**src/rtl/updown_sevenseg_counter_pkg.sv**
```systemverilog
// Shared seven-segment constants and elaboration helpers for the up/down counter.
// Segment order is {g,f,e,d,c,b,a}, active-low.
package sevenseg_pkg;

  localparam logic [6:0] SEG_0     = 7'b1000000;
  localparam logic [6:0] SEG_1     = 7'b1111001;
  localparam logic [6:0] SEG_2     = 7'b0100100;
  localparam logic [6:0] SEG_3     = 7'b0110000;
  localparam logic [6:0] SEG_4     = 7'b0011001;
  localparam logic [6:0] SEG_5     = 7'b0010010;
  localparam logic [6:0] SEG_6     = 7'b0000010;
  localparam logic [6:0] SEG_7     = 7'b1111000;
  localparam logic [6:0] SEG_8     = 7'b0000000;
  localparam logic [6:0] SEG_9     = 7'b0010000;
  localparam logic [6:0] SEG_BLANK = 7'b1111111;

  // BCD digit to segment pattern; non-decimal codes show blank.
  function automatic logic [6:0] bcd_to_seg(input logic [3:0] d);
    logic [6:0] s;
    case (d)
      4'd0:    s = SEG_0;
      4'd1:    s = SEG_1;
      4'd2:    s = SEG_2;
      4'd3:    s = SEG_3;
      4'd4:    s = SEG_4;
      4'd5:    s = SEG_5;
      4'd6:    s = SEG_6;
      4'd7:    s = SEG_7;
      4'd8:    s = SEG_8;
      4'd9:    s = SEG_9;
      default: s = SEG_BLANK;
    endcase
    return s;
  endfunction

  // Decimal digit 'index' of 'value'; used to build the MAX_COUNT BCD constant.
  function automatic logic [3:0] dec_digit(input int unsigned value, input int unsigned index);
    int unsigned v;
    v = value;
    for (int unsigned i = 0; i < index; i++) v = v / 10;
    return 4'(v % 10);
  endfunction

endpackage

```
**src/rtl/updown_sevenseg_counter_if.sv**
```systemverilog
// Control/status bundle of the up/down seven-segment counter.
//   en, inc, dec, load, load_bcd : requests toward the counter
//   bcd, hexout, at_max, at_min, wrap_pulse : counter state and display
interface updown_sevenseg_counter_if #(
  parameter int unsigned DIGITS = 4
);
  logic                  en;
  logic                  inc;
  logic                  dec;
  logic                  load;
  logic [4*DIGITS-1:0]   load_bcd;
  logic [4*DIGITS-1:0]   bcd;
  logic [7*DIGITS-1:0]   hexout;
  logic                  at_max;
  logic                  at_min;
  logic                  wrap_pulse;

  modport master (
    output en, inc, dec, load, load_bcd,
    input  bcd, hexout, at_max, at_min, wrap_pulse
  );

  modport slave (
    input  en, inc, dec, load, load_bcd,
    output bcd, hexout, at_max, at_min, wrap_pulse
  );
endinterface

```
**src/rtl/updown_sevenseg_counter_bcd_digit.sv**
```systemverilog
// One BCD digit of the counter chain.
//   clk, rst     : clock, async active-low reset
//   up, down     : step this digit (carry/borrow in); load/load_d : parallel load
//   digit        : registered digit value; digit_nxt_c : value after this edge
//   carry_out    : this digit rolls 9->0 while stepping up
//   borrow_out   : this digit rolls 0->9 while stepping down
module bcd_digit (
  input  logic       clk,
  input  logic       rst,
  input  logic       up,
  input  logic       down,
  input  logic       load,
  input  logic [3:0] load_d,
  output logic [3:0] digit,
  output logic [3:0] digit_nxt_c,
  output logic       carry_out,
  output logic       borrow_out
);

  assign carry_out  = up   && (digit == 4'd9);
  assign borrow_out = down && (digit == 4'd0);

  // Next digit value: load wins, then up, then down.
  always_comb begin
    digit_nxt_c = digit;
    if (load)      digit_nxt_c = load_d;
    else if (up)   digit_nxt_c = (digit == 4'd9) ? 4'd0 : digit + 4'd1;
    else if (down) digit_nxt_c = (digit == 4'd0) ? 4'd9 : digit - 4'd1;
  end

  always_ff @(posedge clk or negedge rst) begin
    if (!rst) digit <= 4'd0;
    else      digit <= digit_nxt_c;
  end

endmodule

```
**src/rtl/updown_sevenseg_counter.sv**
```systemverilog
// N-digit decimal up/down counter with active-low seven-segment outputs.
//   clk : system clock      rst : async active-low reset
//   bus : updown_sevenseg_counter_if.slave (en/inc/dec/load/load_bcd in,
//         bcd/hexout/at_max/at_min/wrap_pulse out)
// Optional: define SEVSEG_LEADING_ZERO_BLANK_EN to blank leading zero digits.
module updown_sevenseg_counter
  import sevenseg_pkg::*;
#(
  parameter int unsigned DIGITS      = 4,
  parameter int unsigned MAX_COUNT   = 9999,
  parameter int unsigned WRAP        = 1,
  parameter int unsigned EDGE_DETECT = 1
) (
  input  logic                    clk,
  input  logic                    rst,
  updown_sevenseg_counter_if.slave bus
);

  localparam int unsigned BW = 4 * DIGITS;
  localparam int unsigned HW = 7 * DIGITS;

  // Display reset pattern: all zeros, or a lone "0" when blanking is enabled.
  function automatic logic [HW-1:0] hex_reset();
    logic [HW-1:0] r;
    for (int i = 0; i < int'(DIGITS); i++) begin
`ifdef SEVSEG_LEADING_ZERO_BLANK_EN
      r[7*i +: 7] = (i == 0) ? SEG_0 : SEG_BLANK;
`else
      r[7*i +: 7] = SEG_0;
`endif
    end
    return r;
  endfunction

  localparam logic [HW-1:0] HEX_RST = hex_reset();

  logic            inc_q, dec_q, inc_ev, dec_ev;
  logic [BW-1:0]   max_bcd, bcd_q, bcd_nxt, load_clamp, load_val;
  logic [DIGITS:0] carry, borrow;
  logic            do_inc, do_dec, do_load, wrap_c, is_max, is_min;
  logic            at_max_q, at_min_q, wrap_q;
  logic [HW-1:0]   hex_c, hex_q;
  logic [DIGITS-1:0] blank;
  logic            unused_chain_c;

  // Request edge history, updated regardless of en.
  always_ff @(posedge clk or negedge rst) begin
    if (!rst) begin
      inc_q <= 1'b0;
      dec_q <= 1'b0;
    end else begin
      inc_q <= bus.inc;
      dec_q <= bus.dec;
    end
  end

  assign inc_ev = (EDGE_DETECT != 0) ? (bus.inc & ~inc_q) : bus.inc;
  assign dec_ev = (EDGE_DETECT != 0) ? (bus.dec & ~dec_q) : bus.dec;

  assign is_max = (bcd_q == max_bcd);
  assign is_min = (bcd_q == '0);

  // Load value check: any non-decimal digit or value above MAX_COUNT clamps to MAX_COUNT.
  always_comb begin
    logic inv, gt, decided;
    inv     = 1'b0;
    gt      = 1'b0;
    decided = 1'b0;
    for (int i = int'(DIGITS) - 1; i >= 0; i--) begin
      if (bus.load_bcd[4*i +: 4] > 4'd9) inv = 1'b1;
      if (!decided) begin
        if (bus.load_bcd[4*i +: 4] > max_bcd[4*i +: 4]) begin
          gt      = 1'b1;
          decided = 1'b1;
        end else if (bus.load_bcd[4*i +: 4] < max_bcd[4*i +: 4]) begin
          decided = 1'b1;
        end
      end
    end
    load_clamp = (inv || gt) ? max_bcd : bus.load_bcd;
  end

  // Request priority and bound handling; wrapping is done as a parallel load.
  always_comb begin
    do_inc   = 1'b0;
    do_dec   = 1'b0;
    do_load  = 1'b0;
    wrap_c   = 1'b0;
    load_val = load_clamp;
    if (bus.en) begin
      if (bus.load) begin
        do_load = 1'b1;
      end else if (inc_ev && !dec_ev) begin
        if (!is_max) begin
          do_inc = 1'b1;
        end else if (WRAP != 0) begin
          do_load  = 1'b1;
          load_val = '0;
          wrap_c   = 1'b1;
        end
      end else if (dec_ev && !inc_ev) begin
        if (!is_min) begin
          do_dec = 1'b1;
        end else if (WRAP != 0) begin
          do_load  = 1'b1;
          load_val = max_bcd;
          wrap_c   = 1'b1;
        end
      end
    end
  end

  assign carry[0]  = do_inc;
  assign borrow[0] = do_dec;

  for (genvar i = 0; i < int'(DIGITS); i++) begin : g_digit
    localparam logic [3:0] MAX_D = dec_digit(MAX_COUNT, i);
    assign max_bcd[4*i +: 4] = MAX_D;

    bcd_digit u_digit (
      .clk         (clk),
      .rst         (rst),
      .up          (carry[i]),
      .down        (borrow[i]),
      .load        (do_load),
      .load_d      (load_val[4*i +: 4]),
      .digit       (bcd_q[4*i +: 4]),
      .digit_nxt_c (bcd_nxt[4*i +: 4]),
      .carry_out   (carry[i+1]),
      .borrow_out  (borrow[i+1])
    );
  end

  // The top digit never carries or borrows out because of the bound check.
  assign unused_chain_c = carry[DIGITS] ^ borrow[DIGITS];

  // Flags track the count being written on this edge.
  always_ff @(posedge clk or negedge rst) begin
    if (!rst) begin
      at_max_q <= 1'b0;
      at_min_q <= 1'b1;
      wrap_q   <= 1'b0;
    end else begin
      at_max_q <= (bcd_nxt == max_bcd);
      at_min_q <= (bcd_nxt == '0);
      wrap_q   <= wrap_c;
    end
  end

  // Segment decode of the current count, with optional leading-zero blanking.
  always_comb begin
    blank = '0;
`ifdef SEVSEG_LEADING_ZERO_BLANK_EN
    begin
      logic lead;
      lead = 1'b1;
      for (int i = int'(DIGITS) - 1; i >= 1; i--) begin
        if (lead && (bcd_q[4*i +: 4] == 4'd0)) blank[i] = 1'b1;
        else                                   lead     = 1'b0;
      end
    end
`endif
    for (int i = 0; i < int'(DIGITS); i++) begin
      hex_c[7*i +: 7] = blank[i] ? SEG_BLANK : bcd_to_seg(bcd_q[4*i +: 4]);
    end
  end

  // Display register: one cycle behind bcd.
  always_ff @(posedge clk or negedge rst) begin
    if (!rst) hex_q <= HEX_RST;
    else      hex_q <= hex_c;
  end

  assign bus.bcd        = bcd_q;
  assign bus.hexout     = hex_q;
  assign bus.at_max     = at_max_q;
  assign bus.at_min     = at_min_q;
  assign bus.wrap_pulse = wrap_q;

endmodule

```
**src/flat_wrapper.sv**
```systemverilog
// flat-port wrapper written by rule: the top's interface ports become plain ports
module updown_sevenseg_counter_flat import sevenseg_pkg::*;
#(
  parameter int unsigned DIGITS      = 4,
  parameter int unsigned MAX_COUNT   = 9999,
  parameter int unsigned WRAP        = 1,
  parameter int unsigned EDGE_DETECT = 1
)
  (clk, rst, bus_en, bus_inc, bus_dec, bus_load, bus_load_bcd, bus_bcd, bus_hexout, bus_at_max, bus_at_min, bus_wrap_pulse);
  updown_sevenseg_counter_if #(.DIGITS(DIGITS)) bus_i ();
  input  logic clk;
  input  logic rst;
  input wire logic [$bits(bus_i.en)-1:0] bus_en;
  input wire logic [$bits(bus_i.inc)-1:0] bus_inc;
  input wire logic [$bits(bus_i.dec)-1:0] bus_dec;
  input wire logic [$bits(bus_i.load)-1:0] bus_load;
  input wire logic [$bits(bus_i.load_bcd)-1:0] bus_load_bcd;
  output wire logic [$bits(bus_i.bcd)-1:0] bus_bcd;
  output wire logic [$bits(bus_i.hexout)-1:0] bus_hexout;
  output wire logic [$bits(bus_i.at_max)-1:0] bus_at_max;
  output wire logic [$bits(bus_i.at_min)-1:0] bus_at_min;
  output wire logic [$bits(bus_i.wrap_pulse)-1:0] bus_wrap_pulse;
  assign bus_i.en = bus_en;
  assign bus_i.inc = bus_inc;
  assign bus_i.dec = bus_dec;
  assign bus_i.load = bus_load;
  assign bus_i.load_bcd = bus_load_bcd;
  assign bus_bcd = bus_i.bcd;
  assign bus_hexout = bus_i.hexout;
  assign bus_at_max = bus_i.at_max;
  assign bus_at_min = bus_i.at_min;
  assign bus_wrap_pulse = bus_i.wrap_pulse;
  updown_sevenseg_counter #(.DIGITS(DIGITS), .MAX_COUNT(MAX_COUNT), .WRAP(WRAP), .EDGE_DETECT(EDGE_DETECT)) u_core (.clk(clk), .rst(rst), .bus(bus_i));
endmodule
```
**config.mk**
```make
export PLATFORM = sky130hd
export DESIGN_NAME = updown_sevenseg_counter_flat
export DESIGN_NICKNAME = d
export VERILOG_FILES = /design/src/rtl/updown_sevenseg_counter_pkg.sv /design/src/rtl/updown_sevenseg_counter_if.sv /design/src/rtl/updown_sevenseg_counter_bcd_digit.sv /design/src/rtl/updown_sevenseg_counter.sv /design/src/flat_wrapper.sv
export SDC_FILE = /design/constraint.sdc
export NUM_CORES = 1
export LEC_CHECK = 0
export ABC_AREA = 1
export BUFFER_PORTS_ARGS = -buffer_cell sky130_fd_sc_hd__buf_4
export CORE_MARGIN = 4
export CORE_UTILIZATION = 60
export DETAILED_ROUTE_END_ITERATION = 10
export PLACE_DENSITY = 0.95
export SLEW_MARGIN = 10
export SYNTH_ARGS = -nofsm -noshare
export SYNTH_HDL_FRONTEND = slang
export SYNTH_SLANG_ARGS = --single-unit
```
**constraint.sdc**
```tcl
create_clock -name clk -period 3.75 [get_ports clk]
set_input_delay 0.9375 -clock clk [delete_from_list [all_inputs] [get_ports clk]]
set_output_delay 0.9375 -clock clk [all_outputs]
set_load 0.01 [all_outputs]
```
==> results of run 1 <==
## worst paths after layout
check                                                        start                            endpoint  slack [ns]  cells after the start
min in group clk                u_core.g_digit[2].u_digit.digit[1]               u_core.bus.hexout[20]        0.67                      3
max in group asynchronous                                      rst  u_core.g_digit[3].u_digit.digit[3]        2.70                      1
worst max register to register  u_core.g_digit[2].u_digit.digit[0]                   u_core.bus.at_max        1.13                     14
worst min-delay path                                           rst                u_core.bus.hexout[1]        0.64                      1
worst min register to register  u_core.g_digit[2].u_digit.digit[1]               u_core.bus.hexout[20]        0.67                      3
worst max-delay path            u_core.g_digit[2].u_digit.digit[0]                   u_core.bus.at_max        1.13                     14
## flip-flops by register name, indices dropped and copies added (netlist names)
| signal | flops |
|---|---|
| u_core.bus.at_max | 1 |
| u_core.bus.at_min | 1 |
| u_core.bus.hexout | 28 |
| u_core.bus.wrap_pulse | 1 |
| u_core.dec_q | 1 |
| u_core.g_digit.u_digit.digit | 16 |
| u_core.inc_q | 1 |
## worst max-delay path, delay by kind of cell, from the launching register on
family | cells | cell delay (ns)
simple gates | 11 | 1.39
buf+inv | 2 | 0.39
flops | 1 | 0.47
fa+ha+maj | 1 | 0.29
## cells in the mapped netlist (all sizes together)
| master | count |
|---|---|
| o311ai | 4 |
| a21boi | 1 |
| clkinv | 1 |
| clkbuf | 2 |
| xnor2 | 1 |
| inv | 59 |
| and3b | 1 |
| nand2 | 140 |
| nor3 | 4 |
| ha | 20 |
| xor2 | 6 |
| dfrtp | 44 |
| a21oi | 16 |
| o21ai | 46 |
| or2 | 3 |
| dfstp | 5 |
| nand4 | 6 |
| nor2 | 52 |
| nand3b | 2 |
| nand3 | 48 |
| buf | 6 |
| o21a | 1 |
## where the power goes
part / switching (mW) / internal, mW / total, mW
Combinational: 0.346 / 0.250 / 0.596
Clock: 0.179 / 0.218 / 0.396
Sequential: 0.0708 / 0.625 / 0.696
## cell families (layout without fill, tap and decap cells)
| logic type | after synthesis | after routing |
|---|---|---|
| compound gates | 68 | 68 |
| flops | 49 | 49 |
| buf+inv | 68 | 136 |
| xor+xnor | 7 | 7 |
| fa+ha+maj | 20 | 20 |
| simple gates | 256 | 256 |
## layer usage
layer | up-vias | wire (um) | share of wire | track usage
li1 | 1643 | - | - | -
met1 | 1583 | 3463 | 0.39 | 0.3062
met2 | 179 | 4410 | 0.50 | 0.4397
met3 | 31 | 736 | 0.083 | 0.04809
met4 | 0 | 272 | 0.031 | 0.1023
met5 | - | 0 | 0 | 0
## layout make-up
| type | count | area [um2] | share of cell area |
|---|---|---|---|
| clock inverter | 1 | 30.03 | 0.007264 |
| tap | 72 | 90.09 | 0.02179 |
| sequential | 49 | 1232 | 0.2981 |
| clock buffer | 7 | 86.33 | 0.02088 |
| multi-input combinational | 351 | 1957 | 0.4734 |
| timing repair buffer | 68 | 510.5 | 0.1235 |
| inverter | 60 | 227.7 | 0.05508 |
## stage by stage
step           area, um2  std cells
2_1_floorplan       3480        468
3_3_place_gp        4018        600
3_5_place_dp        4018        600
4_1_cts             4134        608
5_1_grt             4134        608
6_report            4134        608
==> flow_summary.rst, run 1 <==
.. list-table::
   :header-rows: 1

   * - Metric
     - Value
   * - Highest-count cells in the layout ignoring fill and taps
     - sky130_fd_sc_hd__nand2_1, sky130_fd_sc_hd__buf_4, sky130_fd_sc_hd__inv_1, sky130_fd_sc_hd__dfrtp_1, sky130_fd_sc_hd__nand3_1
   * - Post-CTS Hold Buffers
     - 0
   * - WP data required
     - 4.00 ns
   * - First-pass GRT wire length
     - 14.79 mm
   * - Slowest library cell on the worst path
     - sky130_fd_sc_hd__dfrtp_1
   * - Hold Slack
     - 0.6367 ns
   * - Post-synth top area share
     - 0.3164
   * - Synth Area in Adders
     - 0.07192
   * - Number of placed I/O pins
     - 69
   * - Max Slew Vio Count
     - 0
   * - Detailed router's first-iteration violation count
     - 309
   * - Initial core utilization
     - 0.6242
   * - Number of remaining DRC errors
     - 0
   * - Number of buffer cells added on primary ports
     - 68
   * - Clock tree from TritonCTS
     - built
   * - Delay of the slowest cell on the worst path
     - 0.47 ns
   * - Number of rows in the core area
     - 27
   * - Routed via count
     - 3436
   * - Number of H-tree branching levels
     - 2
   * - Status
     - complete, no violations
   * - Avg Cell Area, Syn
     - 7.435 um2
   * - Setup TNS
     - 0 ns
   * - Width of the die
     - 84.16 um
   * - Vias per Instance
     - 5.651
   * - Total length of routed wires
     - 8.884 mm
   * - Fraction of synthesized cell area in xor and xnor cells
     - 0.01762
   * - Multiplexer fraction of the synthesized cell area
     - 0
   * - Clk Latency, worst-skew pair
     - 0.31 ns
   * - Area of the mapped netlist
     - 3480 um2
   * - Class of the most critical hold timing path
     - in2async
   * - Upper clock frequency limit
     - 0.3815 GHz
   * - Final estimated routing congestion in global placement
     - 0.9138
   * - Largest driver fanout on the critical path
     - 14
   * - Final setup violation count
     - 0
   * - Post-CTS repair timing setup buffer count
     - 0
   * - Initial antenna violation count
     - 0
   * - Vias in the first global route
     - 3310
   * - Cell breakdown of the critical path
     - inv_1 -> ha_1 -> nand2_1 -> nor2_8 -> nand3b_4 -> nand3_4 -> nand2_4 -> inv_2 -> nand2_2 -> nand2_2 -> nand3_1 -> nor2_1 -> nand2_1 -> nor2_1
   * - Die span in y
     - 84.16 um
   * - TritonCTS Buffers
     - 5
   * - Root buffer cell
     - sky130_fd_sc_hd__clkbuf_8
   * - Largest cells by area after synthesis
     - sky130_fd_sc_hd__dfrtp_1, sky130_fd_sc_hd__nand2_1, sky130_fd_sc_hd__ha_1
   * - Combinational family with the most area after synthesis
     - simple AND/OR/NAND/NOR gates
   * - Leakage power total
     - 2.365 nW
   * - Sequential share of the synthesized area
     - 0.3542
   * - Number of sinks driven by the clock tree
     - 49
   * - Pin count of the biggest net entering global routing
     - 50
   * - Antenna Nets Post-Route
     - 0
   * - Total of fill cells in the finished design
     - 419
   * - Worst slack, placed
     - 1.009 ns
   * - Wire per inst
     - 14.61 um
   * - Crit. End Element
     - register
   * - Residual overflow from global routing
     - 0
   * - Yosys Warn Count
     - 0
   * - Clk slew on worst S/H paths
     - 0.09 ns
   * - Worst clock skew
     - 0.008183 ns
   * - Max-slew headroom
     - 0.5764
   * - Setup repair after global routing missed its margin
     - false
   * - Antenna fix cells
     - 0
   * - Count of different cell masters after synthesis
     - 38
   * - Total power draw
     - 1.688 mW
   * - Synth Area in Compound Gates
     - 0.1090
   * - Total die area
     - 7082 um2
   * - Post-layout minimum cycle time
     - 2.621 ns
   * - TritonRoute pass-1 iters
     - 5
   * - Worst VDD drop
     - 0.0002303 V
   * - Number of nets in the final layout
     - 577
   * - Worst-margin pin slew
     - 0.6288 ns
   * - Area Growth Syn to Fin
     - 18.81%
   * - Synthesized netlist cell count
     - 468
   * - HPWL after detailed placement
     - 6.735 mm
   * - Nature of the critical path startpoint
     - register
   * - Total global-route track usage
     - 0.2524
   * - Fraction of the mapped netlist area in simple logic gates
     - 0.3639
   * - Number of nets in the synthesized netlist
     - 510
   * - Critical path class
     - reg2reg
   * - Finished Core Util
     - 0.7416
   * - Ratio of final minimum period to clock period
     - 0.6989
   * - Critical path data arrival time
     - 2.87 ns
   * - Number of storage elements in the synthesis netlist
     - 49
   * - Final worst slack
     - 1.129 ns
   * - Bufs on Longest Clock Path
     - 2
   * - Count of final hold-check violations
     - 0
   * - Largest area contributor in the netlist
     - sky130_fd_sc_hd__dfrtp_1
   * - Power per Cell Area
     - 408.3 nW/um2
   * - Number of max-cap violations
     - 0
   * - Fraction of layout instances using a drive strength above 1
     - 0.2481
   * - Most common cell after layout, fill and taps aside
     - sky130_fd_sc_hd__nand2_1
   * - Cts repair resizes
     - 0
   * - Placeable Area
     - 5574 um2
No activity file was read; power rests on OpenSTA's default activity.
==> inputs of run 2 (changes only) <==
Settings changed: CORE_UTILIZATION 60 to 50, PLACE_DENSITY 0.95 to 0.87.
Clock period 3.75 ns to 2.4 ns, I/O delays scaled along.
==> run 2 against run 1 <==
  * Critical path depth up 2
  * Power up 52%
  * Combinational power up 69%
  * Global-route usage down 4.8 points
  * Maximum frequency up 16%
  * Utilization down 10 points
  * Clock power up 25%
  * Register-to-register slack worse by 0.98 ns
  * Final area up 4.9%
  * Sequential cell count unchanged
  * Highest routed layer unchanged
==> flow_summary.rst, run 2 (synthesis results as in run 1) <==
.. list-table::
   :header-rows: 1

   * - Metric
     - Value
   * - Area used by multi-input combinational logic
     - 2013 um2 (+2.9%)
   * - Initial antenna violation count
     - 0 (unchanged)
   * - TritonRoute pass-1 iters
     - 5 (unchanged)
   * - Antenna Nets Post-Route
     - 0 (unchanged)
   * - Number of H-tree branching levels
     - 2 (unchanged)
   * - Reg2reg end
     - u_core.bus.at_min
   * - Delay of the slowest cell on the worst path
     - 0.46 ns (about the same)
   * - Critical path class
     - reg2reg
   * - Pin count of the biggest net entering global routing
     - 50 (unchanged)
   * - Routed via count
     - 3415 (-0.61%)
   * - Crit. End Element
     - register
   * - Antenna fix cells
     - 0 (unchanged)
   * - Clk Latency, worst-skew pair
     - 0.30 ns (about the same)
   * - Slowest library cell on the worst path
     - sky130_fd_sc_hd__dfrtp_2
   * - Register-to-register setup slack
     - 0.14 ns (-0.98 ns)
   * - Worst clock skew
     - 0.005565 ns (-0.002618 ns)
   * - Initial core utilization
     - 0.5122 (-0.1121)
   * - Number of buffer cells added on primary ports
     - 68 (unchanged)
   * - Global routing usage on met1
     - 0.2530 (-0.05320)
   * - TritonCTS Buffers
     - 5 (unchanged)
   * - Ratio of final minimum period to clock period
     - 0.9396 (+0.2407)
   * - Number of max-cap violations
     - 0 (unchanged)
   * - Post-layout minimum cycle time
     - 2.255 ns (-0.3660 ns)
   * - Critical path data arrival time
     - 2.51 ns (-0.36 ns)
   * - WP data required
     - 2.65 ns (-1.35 ns)
   * - Hold Slack
     - 0.2958 ns (-0.3409 ns)
   * - Total global-route track usage
     - 0.2048 (-0.04767)
   * - Cell breakdown of the critical path
     - inv_2 -> ha_1 -> nand3_2 -> nor2_4 -> nand2_2 -> nor2_2 -> nand2_1 -> o21ai_1 -> nand2_1 -> nor2_4 -> inv_2 -> nand2_1 -> nand3_1 -> nor2_1 -> nand2_1 -> nor2_2
   * - Met2 usage in global routing
     - 0.3621 (-0.07760)
   * - Worst VDD drop
     - 0.0002920 V (+27%)
   * - Bufs on Longest Clock Path
     - 2 (unchanged)
   * - Area Growth Syn to Fin
     - 24.60%
   * - Number of sinks driven by the clock tree
     - 49 (unchanged)
   * - Count of final hold-check violations
     - 0 (unchanged)
   * - Non-filler cells, final
     - 650 (+6.9%)
   * - Number of remaining DRC errors
     - 0 (unchanged)
   * - Met3 Track Usage GR
     - 0.02983 (-0.01826)
   * - Setup TNS
     - 0 ns (unchanged)
   * - Vias per Instance
     - 5.254 (-7.0%)
   * - Power per Cell Area
     - 593.4 nW/um2 (+45%)
   * - Width of the die
     - 91.42 um (+8.6%)
   * - Root buffer cell
     - sky130_fd_sc_hd__clkbuf_8
   * - Number of placed I/O pins
     - 69 (unchanged)
   * - Total power draw
     - 2.573 mW (+52%)
   * - Final worst slack
     - 0.1450 ns (-0.9840 ns)
   * - Residual overflow from global routing
     - 0 (unchanged)
   * - Placeable Area
     - 6794 um2 (+22%)
   * - Clk slew on worst S/H paths
     - 0.10 ns (about the same)
   * - Number of rows in the core area
     - 30 (+11%)
   * - Number of nets in the final layout
     - 595 (+3.1%)
   * - Number of flip-flops under the largest register name
     - 28 (unchanged)
   * - Worst slack, placed
     - -0.05471 ns (-1.063 ns)
   * - Wire per inst
     - 13.49 um (-7.7%)
   * - Max-slew headroom
     - 0.5943 (+0.01790)
   * - Total length of routed wires
     - 8.767 mm (-1.3%)
   * - Highest-count cells in the layout ignoring fill and taps
     - sky130_fd_sc_hd__nand2_1, sky130_fd_sc_hd__buf_4, sky130_fd_sc_hd__inv_1, sky130_fd_sc_hd__o21ai_0, sky130_fd_sc_hd__nand3_1
   * - Vias in the first global route
     - 3213 (-2.9%)
   * - Start of the worst register-to-register path
     - u_core.g_digit[3].u_digit.digit[1]
   * - Total of fill cells in the finished design
     - 571 (+36%)
   * - Total die area
     - 8358 um2 (+18%)
   * - Finished Core Util
     - 0.6381 (-0.1035)
   * - R2R depth
     - 16 (+2)
   * - Fin area
     - 4335 um2 (+4.9%)
   * - Fraction of layout instances using a drive strength above 1
     - 0.3069 (+0.05872)
   * - Most utilized layer in the global route result
     - met2
   * - Clock tree from TritonCTS
     - built
   * - Area taken by flip-flops and latches
     - 1239 um2 (+0.51%)
   * - Class of the most critical hold timing path
     - in2async
   * - Final estimated routing congestion in global placement
     - 0.8989 (-1.6%)
   * - Largest driver fanout on the critical path
     - 6 (-8)
   * - Max Slew Vio Count
     - 0 (unchanged)
   * - Die span in y
     - 91.42 um (+8.6%)
   * - Status
     - complete, no violations
   * - Upper clock frequency limit
     - 0.4435 GHz (+16%)
   * - Worst-margin pin slew
     - 0.6022 ns (-0.02657 ns)
   * - First-pass GRT wire length
     - 14.15 mm (-4.3%)
   * - Family of cells with the greatest summed delay on the critical path
     - simple AND/OR/NAND/NOR gates
   * - Worst path buffer plus inverter count
     - 2 (unchanged)
   * - Dpl cells
     - 635 (+5.8%)
   * - Most common cell after layout, fill and taps aside
     - sky130_fd_sc_hd__nand2_1
   * - Leakage power total
     - 2.422 nW (+2.4%)
   * - Detailed router's first-iteration violation count
     - 210 (-32%)
   * - Cell with the most instances on the worst path
     - sky130_fd_sc_hd__nand2_1
   * - Nature of the critical path startpoint
     - register
   * - Placed Instance Area
     - 4130 um2 (+2.8%)
   * - Final setup violation count
     - 0 (unchanged)
   * - HPWL after detailed placement
     - 6.640 mm (-1.4%)
==> run 2: cell types whose count changed in the layout (fill, tap and decap cells not counted), sizes merged <==
cell	change
buf	+18
clkinvlp	+2
bufinv	-1
clkbuf	-1
==> run 2: where the power goes <==
| part | switching [mW] | internal, mW |
|---|---|---|
| Combinational | 0.578 | 0.435 |
| Clock | 0.289 | 0.206 |
| Sequential | 0.0857 | 0.979 |
| Total | 0.953 | 1.62 |
==> run 2: worst register-to-register path: cells and delay by family, from the launching register on <==
kind,cells,cell delay (ns)
buffers and inverters,2,0.15
AND/OR/NAND/NOR,12,1.27
adder cells (fa/ha/maj),1,0.19
flip-flops,1,0.46
AO/OA/AOI/OAI,1,0.12
==> run 2: how the worst max path moves through the flow <==
stage	from	cells past startpoint	to	slack, ns
floorplan	u_core.g_digit[2].u_digit.digit[0]	16	u_core.bus.at_min	0.34
global placement	u_core.g_digit[0].u_digit.digit[0]	14	u_core.bus.at_min	0.04
detailed placement	u_core.g_digit[0].u_digit.digit[0]	14	u_core.bus.at_min	-0.05
CTS	u_core.g_digit[3].u_digit.digit[0]	14	u_core.bus.at_min	0.02
global route	u_core.g_digit[0].u_digit.digit[1]	14	u_core.bus.at_max	-0.05
finish	u_core.g_digit[3].u_digit.digit[1]	16	u_core.bus.at_min	0.14
==> run 2: final cells by class <==
class                           instances  area share
Tap cell                               96     0.02771
Multi-Input combinational cell        351      0.4644
Sequential cell                        49      0.2857
Inverter                               60     0.05310
Clock inverter                          2    0.003463
Timing Repair Buffer                   86      0.1489
Clock buffer                            6     0.01674
==> run 2: repair_timing <==
item | CTS | global route
setup buffers | 0 | 7
gates resized for setup | 2 | 22
endpoints found under the setup margin | 2 | 2
pin swaps | 0 | 8
hold buffers | 0 | 0
==> run 2: layer usage <==
metal / up-vias / share of wire
met5: - / 0
met4: 0 / 0.020
met3: 17 / 0.067
met2: 136 / 0.50
met1: 1591 / 0.41
li1: 1671 / -
==> inputs of run 3 (changes only) <==
Settings changed: RECOVER_POWER from default to 50.
==> run 3 against run 2 <==
  * Critical path type unchanged
  * Worst hold slack better by 0.14 ns
  * Final area decreased by 1.1%
  * Sequential share of layout area grew 0.32 points
  * Combinational power hardly changed
  * Sequential cell count unchanged
  * Cell count stayed put
  * Clock power barely moved
  * Highest routed layer unchanged
  * Maximum frequency is 0.20% higher
==> flow_summary.rst, run 3 (synthesis results as in run 1) <==
.. list-table::
   :header-rows: 1

   * - Metric
     - Value
   * - HPWL after detailed placement
     - 6.640 mm (unchanged)
   * - Total global-route track usage
     - 0.2048 (unchanged)
   * - Most utilized layer in the global route result
     - met2
   * - Width of the die
     - 91.42 um (unchanged)
   * - Max-slew headroom
     - 0.2097 (-0.3845)
   * - Placeable Area
     - 6794 um2 (unchanged)
   * - Slowest library cell on the worst path
     - sky130_fd_sc_hd__dfrtp_2
   * - Nature of the critical path startpoint
     - register
   * - Die span in y
     - 91.42 um (unchanged)
   * - Number of sinks driven by the clock tree
     - 49 (unchanged)
   * - Antenna Nets Post-Route
     - 0 (unchanged)
   * - Clock tree from TritonCTS
     - built
   * - Worst slack, placed
     - -0.05471 ns (unchanged)
   * - Area Growth Syn to Fin
     - 23.23%
   * - Fraction of layout instances using a drive strength above 1
     - 0.2852 (-0.02166)
   * - Critical path class
     - reg2reg
   * - Ratio of final minimum period to clock period
     - 0.9377 (-0.001886)
   * - TritonRoute pass-1 iters
     - 5 (unchanged)
   * - Delay of the slowest cell on the worst path
     - 0.46 ns (about the same)
   * - Worst VDD drop
     - 0.0002931 V (+0.40%)
   * - Launching element of the worst setup path
     - u_core.g_digit[3].u_digit.digit[1]
   * - Final estimated routing congestion in global placement
     - 0.8989 (unchanged)
   * - Antenna fix cells
     - 0 (unchanged)
   * - TritonCTS Buffers
     - 5 (unchanged)
   * - Number of H-tree branching levels
     - 2 (unchanged)
   * - Clk Latency, worst-skew pair
     - 0.30 ns (about the same)
   * - Total die area
     - 8358 um2 (unchanged)
   * - Number of buffer cells added on primary ports
     - 68 (unchanged)
   * - Count of final hold-check violations
     - 0 (unchanged)
   * - Global routing usage on met1
     - 0.2530 (unchanged)
   * - Residual overflow from global routing
     - 0 (unchanged)
   * - Most common cell after layout, fill and taps aside
     - sky130_fd_sc_hd__nand2_1
   * - Crit. End Element
     - register
   * - Largest driver fanout on the critical path
     - 6 (unchanged)
   * - Critical path depth in cells
     - 16 (unchanged)
   * - Class of the most critical hold timing path
     - in2reg
   * - Worst-case hold path end point
     - u_core.dec_q
   * - Family of cells with the greatest summed delay on the critical path
     - simple AND/OR/NAND/NOR gates
   * - Initial core utilization
     - 0.5122 (unchanged)
   * - Leakage power total
     - 2.376 nW (-1.9%)
   * - Detailed router's first-iteration violation count
     - 210 (unchanged)
   * - Number of placed I/O pins
     - 69 (unchanged)
   * - Upper clock frequency limit
     - 0.4443 GHz (+0.20%)
   * - Number of max-cap violations
     - 0 (unchanged)
   * - Cell breakdown of the critical path
     - inv_2 -> ha_1 -> nand3_2 -> nor2_4 -> nand2_2 -> nor2_2 -> nand2_1 -> o21ai_1 -> nand2_1 -> nor2_4 -> inv_2 -> nand2_1 -> nand3_1 -> nor2_1 -> nand2_1 -> nor2_2
   * - WP data required
     - 2.65 ns (about the same)
   * - Number of flip-flops under the largest register name
     - 28 (unchanged)
   * - R2R depth
     - 16 (unchanged)
   * - Hold Slack
     - 0.4332 ns (+0.1374 ns)
   * - Number of rows in the core area
     - 30 (unchanged)
   * - Hold path cells
     - 1
   * - Worst-margin pin slew
     - 1.185 ns (+0.5832 ns)
   * - Critical path data arrival time
     - 2.50 ns (about the same)
   * - Root buffer cell
     - sky130_fd_sc_hd__clkbuf_8
   * - Post-layout minimum cycle time
     - 2.251 ns (-0.004526 ns)
   * - Worst path buffer plus inverter count
     - 2 (unchanged)
   * - Number of remaining DRC errors
     - 0 (unchanged)
   * - Cell with the most instances on the worst path
     - sky130_fd_sc_hd__nand2_1
   * - Met2 usage in global routing
     - 0.3621 (unchanged)
   * - First-pass GRT wire length
     - 14.15 mm (unchanged)
   * - Met3 Track Usage GR
     - 0.02983 (unchanged)
   * - Power per Cell Area
     - 593.7 nW/um2 (about the same)
   * - Start of the worst register-to-register path
     - u_core.g_digit[3].u_digit.digit[1]
   * - Highest-count cells in the layout ignoring fill and taps
     - sky130_fd_sc_hd__nand2_1, sky130_fd_sc_hd__buf_4, sky130_fd_sc_hd__inv_1, sky130_fd_sc_hd__o21ai_0, sky130_fd_sc_hd__nand3_1
   * - Vias in the first global route
     - 3213 (unchanged)
   * - Max Slew Vio Count
     - 0 (unchanged)
   * - Status
     - complete, no violations
   * - Final worst slack
     - 0.1495 ns (+0.004526 ns)
   * - Register-to-register setup slack
     - 0.15 ns (about the same)
   * - Total length of routed wires
     - 8.785 mm (+0.21%)
   * - Vias per Instance
     - 5.251 (about the same)
   * - Routed via count
     - 3413 (-0.059%)
   * - Launch instance of the worst min-delay path
     - bus_dec
   * - Reg2reg end
     - u_core.bus.at_min
   * - Wire per inst
     - 13.52 um (+0.21%)
   * - Pin count of the biggest net entering global routing
     - 50 (unchanged)
   * - Number of nets in the final layout
     - 595 (unchanged)
   * - Initial antenna violation count
     - 0 (unchanged)
   * - Final setup violation count
     - 0 (unchanged)
   * - Clk slew on worst S/H paths
     - 0.10 ns (about the same)
   * - Bufs on Longest Clock Path
     - 2 (unchanged)
   * - Worst clock skew
     - 0.005765 ns (+0.0002004 ns)
## run 3: cell count changes in the layout (fill, tap and decap cells not counted), sizes merged
cell | before | now
clkbuf | 6 | 19
buf | 86 | 73
## run 3: report_power, final
part / switching, mW / internal (mW) / total [mW]
logic: 0.578 / 0.406 / 0.985
clock network: 0.291 / 0.206 / 0.497
registers: 0.0853 / 0.979 / 1.06
## run 3: metal layers
metal  vias to the layer above  routed length, um  part of all wire
li1                       1672                  -                 -
met1                      1586               3584              0.41
met2                       138               4383              0.50
met3                        17                641             0.073
met4                         0                176             0.020
met5                         -                  0                 0
## run 3: worst reg2reg max path: stages (launching register included)
cell and delay (ns):
sky130_fd_sc_hd__dfrtp_2 0.46, sky130_fd_sc_hd__inv_2 0.11, sky130_fd_sc_hd__ha_1 0.19, sky130_fd_sc_hd__nand3_2 0.13
sky130_fd_sc_hd__nor2_4 0.16, sky130_fd_sc_hd__nand2_2 0.13, sky130_fd_sc_hd__nor2_2 0.12, sky130_fd_sc_hd__nand2_1 0.15
sky130_fd_sc_hd__o21ai_1 0.12, sky130_fd_sc_hd__nand2_1 0.10, sky130_fd_sc_hd__nor2_4 0.11, sky130_fd_sc_hd__inv_2 0.04
sky130_fd_sc_hd__nand2_1 0.05, sky130_fd_sc_hd__nand3_1 0.07, sky130_fd_sc_hd__nor2_1 0.11, sky130_fd_sc_hd__nand2_1 0.07
sky130_fd_sc_hd__nor2_2 0.07
## run 3: cell type report
type / count / area (um2)
Clock buffer: 6 / 72.57
Clock inverter: 2 / 15.01
Fill cell: 585 / 2506
Inverter: 60 / 230.2
Multi-Input combinational cell: 351 / 2013
Sequential cell: 49 / 1239
Tap cell: 96 / 120.1
Timing Repair Buffer: 86 / 598.1
## run 3: timing repair
item / 4_1_cts / 5_1_grt
setup buffers: 0 / 7
hold buffers: 0 / 0
gates resized for setup: 2 / 22
endpoints found under the setup margin: 2 / 2
pin swaps: 0 / 8
endpoints found under the hold margin: 0 / 0
## run 3: worst max-delay path by stage
stage	to	slack [ns]
2_1_floorplan	u_core.bus.at_min	0.34
3_3_place_gp	u_core.bus.at_min	0.04
4_1_cts	u_core.bus.at_min	0.02
5_1_grt	u_core.bus.at_max	-0.04
6_report	u_core.bus.at_min	0.15
3_5_place_dp	u_core.bus.at_min	-0.05
## run 3: metrics by stage
step	area, um2	TNS (ns)	power (mW)	util	std cells
final	4288	0	2.546	0.6311	650
after global routing	4288	-0.07345	2.714	0.6311	650
after CTS	4220	0	2.544	0.6212	643
after detailed placement	4130	-0.1062	2.050	0.6079	635
after global placement	4130	0	2.018	0.6079	635
after floorplan	3480	0	1.636	-	468
